<file path="src/rtl/uart_tx_cfg.sv">
// uart_tx_cfg: single-clock UART transmitter with a one-word holding buffer,
// valid/ready input handshake, per-frame parity mode and stop-bit count.
// The baud rate comes from an internal clocks-per-bit divider on sysclk_in.
module uart_tx_cfg #(
  parameter int CLKS_PER_BIT = 16,
  parameter int DATA_BITS    = 8
) (
  input  logic                 sysclk_in,
  input  logic                 nrst_in,
  input  logic [DATA_BITS-1:0] tx_data_in,
  input  logic                 tx_valid_in,
  output logic                 tx_ready_out,
  input  logic [1:0]           parity_mode_in,
  input  logic                 two_stop_in,
  output logic                 tx_serial_out,
  output logic                 tx_busy_out,
  output logic                 tx_done_out
);

  localparam int CW = (CLKS_PER_BIT > 1) ? $clog2(CLKS_PER_BIT) : 1;
  localparam int IW = (DATA_BITS > 1) ? $clog2(DATA_BITS) : 1;
  localparam logic [CW-1:0] BIT_LAST = CW'(CLKS_PER_BIT - 1);
  localparam logic [IW-1:0] IDX_LAST = IW'(DATA_BITS - 1);

  typedef enum logic [2:0] {
    S_IDLE,
    S_START,
    S_DATA,
    S_PARITY,
    S_STOP
  } state_t;

  // Holding buffer
  logic                 full_reg;
  logic [DATA_BITS-1:0] buf_data_reg;
  logic [1:0]           buf_mode_reg;
  logic                 buf_two_reg;

  // Frame in flight
  state_t               state_reg, state_next;
  logic [CW-1:0]        cnt_reg, cnt_next;
  logic [IW-1:0]        idx_reg, idx_next;
  logic                 stop_reg, stop_next;
  logic [DATA_BITS-1:0] shift_reg, shift_next;
  logic                 par_en_reg, par_en_next;
  logic                 par_odd_reg, par_odd_next;
  logic                 two_reg, two_next;
  logic                 serial_reg, serial_next;

  logic accept;
  logic load;
  logic done;
  logic bit_end;

  assign accept  = tx_valid_in & ~full_reg;
  assign bit_end = (cnt_reg == BIT_LAST);

  assign tx_ready_out  = ~full_reg;
  assign tx_busy_out   = (state_reg != S_IDLE);
  assign tx_done_out   = done;
  assign tx_serial_out = serial_reg;

  // Capture word and its frame config at the handshake; free the slot on load.
  always_ff @(posedge sysclk_in or negedge nrst_in) begin
    if (!nrst_in) begin
      full_reg     <= 1'b0;
      buf_data_reg <= '0;
      buf_mode_reg <= 2'b00;
      buf_two_reg  <= 1'b0;
    end else if (accept) begin
      full_reg     <= 1'b1;
      buf_data_reg <= tx_data_in;
      buf_mode_reg <= parity_mode_in;
      buf_two_reg  <= two_stop_in;
    end else if (load) begin
      full_reg     <= 1'b0;
    end
  end

  // Next-state, bit timer, data index and stop-bit sequencing.
  always_comb begin
    state_next = state_reg;
    idx_next   = idx_reg;
    stop_next  = stop_reg;
    load       = 1'b0;
    done       = 1'b0;

    if (state_reg == S_IDLE) begin
      cnt_next = '0;
    end else if (bit_end) begin
      cnt_next = '0;
    end else begin
      cnt_next = cnt_reg + CW'(1);
    end

    case (state_reg)
      S_IDLE: begin
        if (full_reg) begin
          load       = 1'b1;
          state_next = S_START;
        end
      end
      S_START: begin
        if (bit_end) begin
          state_next = S_DATA;
          idx_next   = '0;
        end
      end
      S_DATA: begin
        if (bit_end) begin
          if (idx_reg == IDX_LAST) begin
            state_next = par_en_reg ? S_PARITY : S_STOP;
            stop_next  = 1'b0;
          end else begin
            idx_next = idx_reg + IW'(1);
          end
        end
      end
      S_PARITY: begin
        if (bit_end) begin
          state_next = S_STOP;
          stop_next  = 1'b0;
        end
      end
      S_STOP: begin
        if (bit_end) begin
          if (two_reg && !stop_reg) begin
            stop_next = 1'b1;
          end else begin
            // Final stop bit ends: pulse done and chain straight into the
            // next frame when a word is waiting, so no idle gap appears.
            done = 1'b1;
            if (full_reg) begin
              load       = 1'b1;
              state_next = S_START;
            end else begin
              state_next = S_IDLE;
            end
          end
        end
      end
      default: begin
        state_next = S_IDLE;
      end
    endcase
  end

  // Frame config and data move from the buffer only when a frame starts, so
  // later changes on the inputs cannot reach a frame already in flight.
  always_comb begin
    shift_next   = shift_reg;
    par_en_next  = par_en_reg;
    par_odd_next = par_odd_reg;
    two_next     = two_reg;
    if (load) begin
      shift_next   = buf_data_reg;
      par_en_next  = (buf_mode_reg == 2'b01) || (buf_mode_reg == 2'b10);
      par_odd_next = buf_mode_reg[1];
      two_next     = buf_two_reg;
    end
  end

  // Line value is derived from the next state so the registered line changes
  // on the same edge as the state register.
  always_comb begin
    serial_next = 1'b1;
    case (state_next)
      S_START:  serial_next = 1'b0;
      S_DATA:   serial_next = shift_next[idx_next];
      S_PARITY: serial_next = (^shift_next) ^ par_odd_next;
      default:  serial_next = 1'b1;
    endcase
  end

  // State, timer and frame registers; reset forces the line high at once.
  always_ff @(posedge sysclk_in or negedge nrst_in) begin
    if (!nrst_in) begin
      state_reg   <= S_IDLE;
      cnt_reg     <= '0;
      idx_reg     <= '0;
      stop_reg    <= 1'b0;
      shift_reg   <= '0;
      par_en_reg  <= 1'b0;
      par_odd_reg <= 1'b0;
      two_reg     <= 1'b0;
      serial_reg  <= 1'b1;
    end else begin
      state_reg   <= state_next;
      cnt_reg     <= cnt_next;
      idx_reg     <= idx_next;
      stop_reg    <= stop_next;
      shift_reg   <= shift_next;
      par_en_reg  <= par_en_next;
      par_odd_reg <= par_odd_next;
      two_reg     <= two_next;
      serial_reg  <= serial_next;
    end
  end

endmodule

</file>
<file path="config.mk">
export PLATFORM = sky130hd
export DESIGN_NAME = uart_tx_cfg
export DESIGN_NICKNAME = d
export VERILOG_FILES = /design/src/rtl/uart_tx_cfg.sv
export SDC_FILE = /design/constraint.sdc
export NUM_CORES = 1
export LEC_CHECK = 0
export BUFFER_PORTS_ARGS = -buffer_cell sky130_fd_sc_hd__buf_2
export CORE_ASPECT_RATIO = 1.75
export CORE_MARGIN = 5
export CORE_UTILIZATION = 50
export DETAILED_ROUTE_END_ITERATION = 7
export PLACE_DENSITY = 0.69
export SLEW_MARGIN = 10
export SYNTH_ARGS = -nofsm -noshare
export SYNTH_HDL_FRONTEND = slang
export SYNTH_SLANG_ARGS = --single-unit
</file>
<file path="constraint.sdc">
create_clock -name sysclk_in -period 2.75 [get_ports sysclk_in]
set_clock_uncertainty 0.1 [all_clocks]
set_input_delay 0.275 -clock sysclk_in [delete_from_list [all_inputs] [get_ports sysclk_in]]
set_output_delay 0.275 -clock sysclk_in [all_outputs]
set_load 0.02 [all_outputs]
</file>
==> metrics.txt <==
GRT overflow 0; site row count 29; post_cts resized 0; flops & latches, synth 35; first-pass detailed-route iteration total 4; First DRT Iteration DRCs 31; Initial Utilization 51.0%; postcts setup bufs 0; FMAX 415 MHz; largest cells by area after synthesis dfrtp_1 (47%), mux2_2 (12%), xnor2_1 (4.8%), xnor3_1 (2.5%), xor2_1 (2.4%); buffers added on ports 17; die width 55.5 µm; Max-Cap Viols 0; Synth cell types 47; worst slew pin tran 0.786 ns; NumNets Final 185; first-pass GRT wire length 5840 µm; Post-synth top cells dfrtp_1 (34), mux2_2 (20), xnor2_1 (10); EDFF count, synth 0; syn avg cell area 12.2 µm²; vias per std cell 5.57; # diodes 0; Pwr Density 1200 nW/µm²; Period minus WS final 2.41 ns; clk sinks 35; TritonCTS Buffers 5; pin count of the biggest net entering global routing 36; Crit-path slowest cell o2111a_2; Yosys top cell area share 46.9%; largest area contributor in the netlist dfrtp_1; Synth-to-Final Area Change 10.8%; startpoint class of the critical path flop; share of cells above drive strength 1 31.8%; Post-Synthesis Cells 149; CORE AREA 3560 µm²; num ports 18; top-count cell post-synth dfrtp_1; Top FF cell, synth dfrtp_1; CP max FO 14; final wirelength 3480 µm; initial antenna violation count 0; DRC viols 0; die height 89.7 µm; Required @ worst endpoint 2.85 ns; CTS tree yes; most used cell, CP mux2_2; Worst-Skew Late Latency 0.29 ns; Critical Path AT 2.51 ns; Hold Vio Cnt, Final 0; Total GRT Usage 15.4%; maximum buffer depth of the clock tree 2; Post-Syn Area 1810 µm²; setup TNS 0 ns; Hold Path Class in -> reg; Final Wtd Congestion 0.771; status complete, no violations; Final HPWL DP 2630 µm; post-route insts no fill 216; max_slew headroom 47.6%; Finish-stage setup viols 0; Async S/R FF share, synth 100%; full die area 4980 µm²; RSZ-0062 raised after global routing false; final slew viol count 0; CP peak stage delay 0.42 ns; WL/cell 16.1 µm; CTS root buffer clkbuf_8; LEAKAGE 0.900 nW; Vias 1204; worst vdd ir 0.000928 V; Final ANT Viol Nets 0; CP cell instances ha_1 > and3_4 > o2111a_2 > mux2_2 > mux2_2 > a22oi_2 > a41oi_2; CTS H-tree depth 2; vias in the first global route 1302; CTS clock-pin slew for the worst setup and hold paths 0.07 ns; CTS Hold Bufs 1; Crit. End Element flop; Mapped Nets 165; CP Class reg -> reg; post-synthesis sequential area ratio 48.3%; Ys Warns 0; period utilization 87.7%; placed cells 207
-- layout make-up --
class                   instances  area, µm²
fillers                       314       1550
flip-flops and latches         35        877
multi-input cells              99        857
repair buffers                 19        103
clock buffers                   7       76.3
well taps                      46       57.6
inverters                       9       33.8
clock inverters                 1       5.00
-- worst max-delay path: cells and delay by family, from the launching register on --
kind,cells,cell delay [ns]
AOI/OAI and AO/OA,3,0.71
and+or+nand+nor,1,0.23
adders and majority gates,1,0.23
muxes,2,0.67
DFF,1,0.37
-- where the power goes --
| part | total, W | internal [W] | switching, W |
|---|---|---|---|
| Sequential | 0.000959 | 0.000741 | 0.000218 |
| Combinational | 0.00110 | 0.000642 | 0.000453 |
| Clock | 0.000351 | 0.000177 | 0.000173 |
| Total | 0.00240 | 0.00156 | 0.000844 |
-- metal layers --
layer | vias up | wire [µm] | track usage, %
met5 | - | 0 | 0
met4 | 0 | 115 | 9.51
met3 | 10 | 153 | 4.15
met2 | 35 | 1910 | 28.7
met1 | 589 | 1300 | 15.1
li1 | 570 | - | -
-- final timing paths --
check / slack (ns) / startpoint / cells past startpoint / to
min in group asynchronous: 0.50 / nrst_in / 2 / cnt_reg[3]$_DFF_PN0_
max: 0.34 / cnt_reg[0]$_DFF_PN0_ / 7 / tx_serial_out$_DFF_PN1_
min: 0.12 / two_stop_in / 2 / buf_two_reg$_DFFE_PN0P_
min reg2reg: 0.36 / cnt_reg[0]$_DFF_PN0_ / 1 / cnt_reg[0]$_DFF_PN0_
max reg2reg: 0.34 / cnt_reg[0]$_DFF_PN0_ / 7 / tx_serial_out$_DFF_PN1_
max in group asynchronous: 1.54 / nrst_in / 2 / buf_data_reg[4]$_DFFE_PN0P_
-- metrics by stage --
step           total power (W)  cell area [µm²]  hold slack (ns)  utilization [%]  worst slack [ns]
6_report               0.00240             2010            0.123             56.5             0.339
5_1_grt                0.00258             2010            0.116             56.5             0.226
4_1_cts                0.00244             2010            0.110             56.5             0.339
3_5_place_dp           0.00207             1920            0.304             53.9             0.352
3_3_place_gp           0.00203             1920            0.284             53.9             0.405
2_1_floorplan          0.00186             1810           -0.121                -             0.530
-- kinds of logic after synthesis --
| kind of cell | after synthesis | synth area share, % |
|---|---|---|
| adders and majority gates | 2 | 1.38 |
| DFF | 35 | 48.3 |
| and+or+nand+nor | 32 | 9.59 |
| xor gates and xnor gates | 17 | 9.72 |
| AOI/OAI and AO/OA | 24 | 11.4 |
| buffers and inverters | 15 | 4.41 |
| muxes | 24 | 15.2 |
-- layout by cell type, fill, tap and decap left out, types with 2 or more instances in the layout --
cell type  synthesis  routed
a31oi_1            2       2
nand3_1            3       3
dfrtp_1           34      34
inv_1              9       9
nor2b_1            3       3
buf_2              1      17
mux2_4             2       2
mux2i_1            2       2
nand4_1            2       2
ha_1               2       2
a21oi_1            4       4
xor2_1             5       5
mux2_2            20      20
clkbuf_1           0       2
nor2_1             8       8
nand2_1            8       8
xnor3_1            2       2
clkbuf_8           0       5
xnor2_1           10      10
Power figures use the tool's default switching activity.
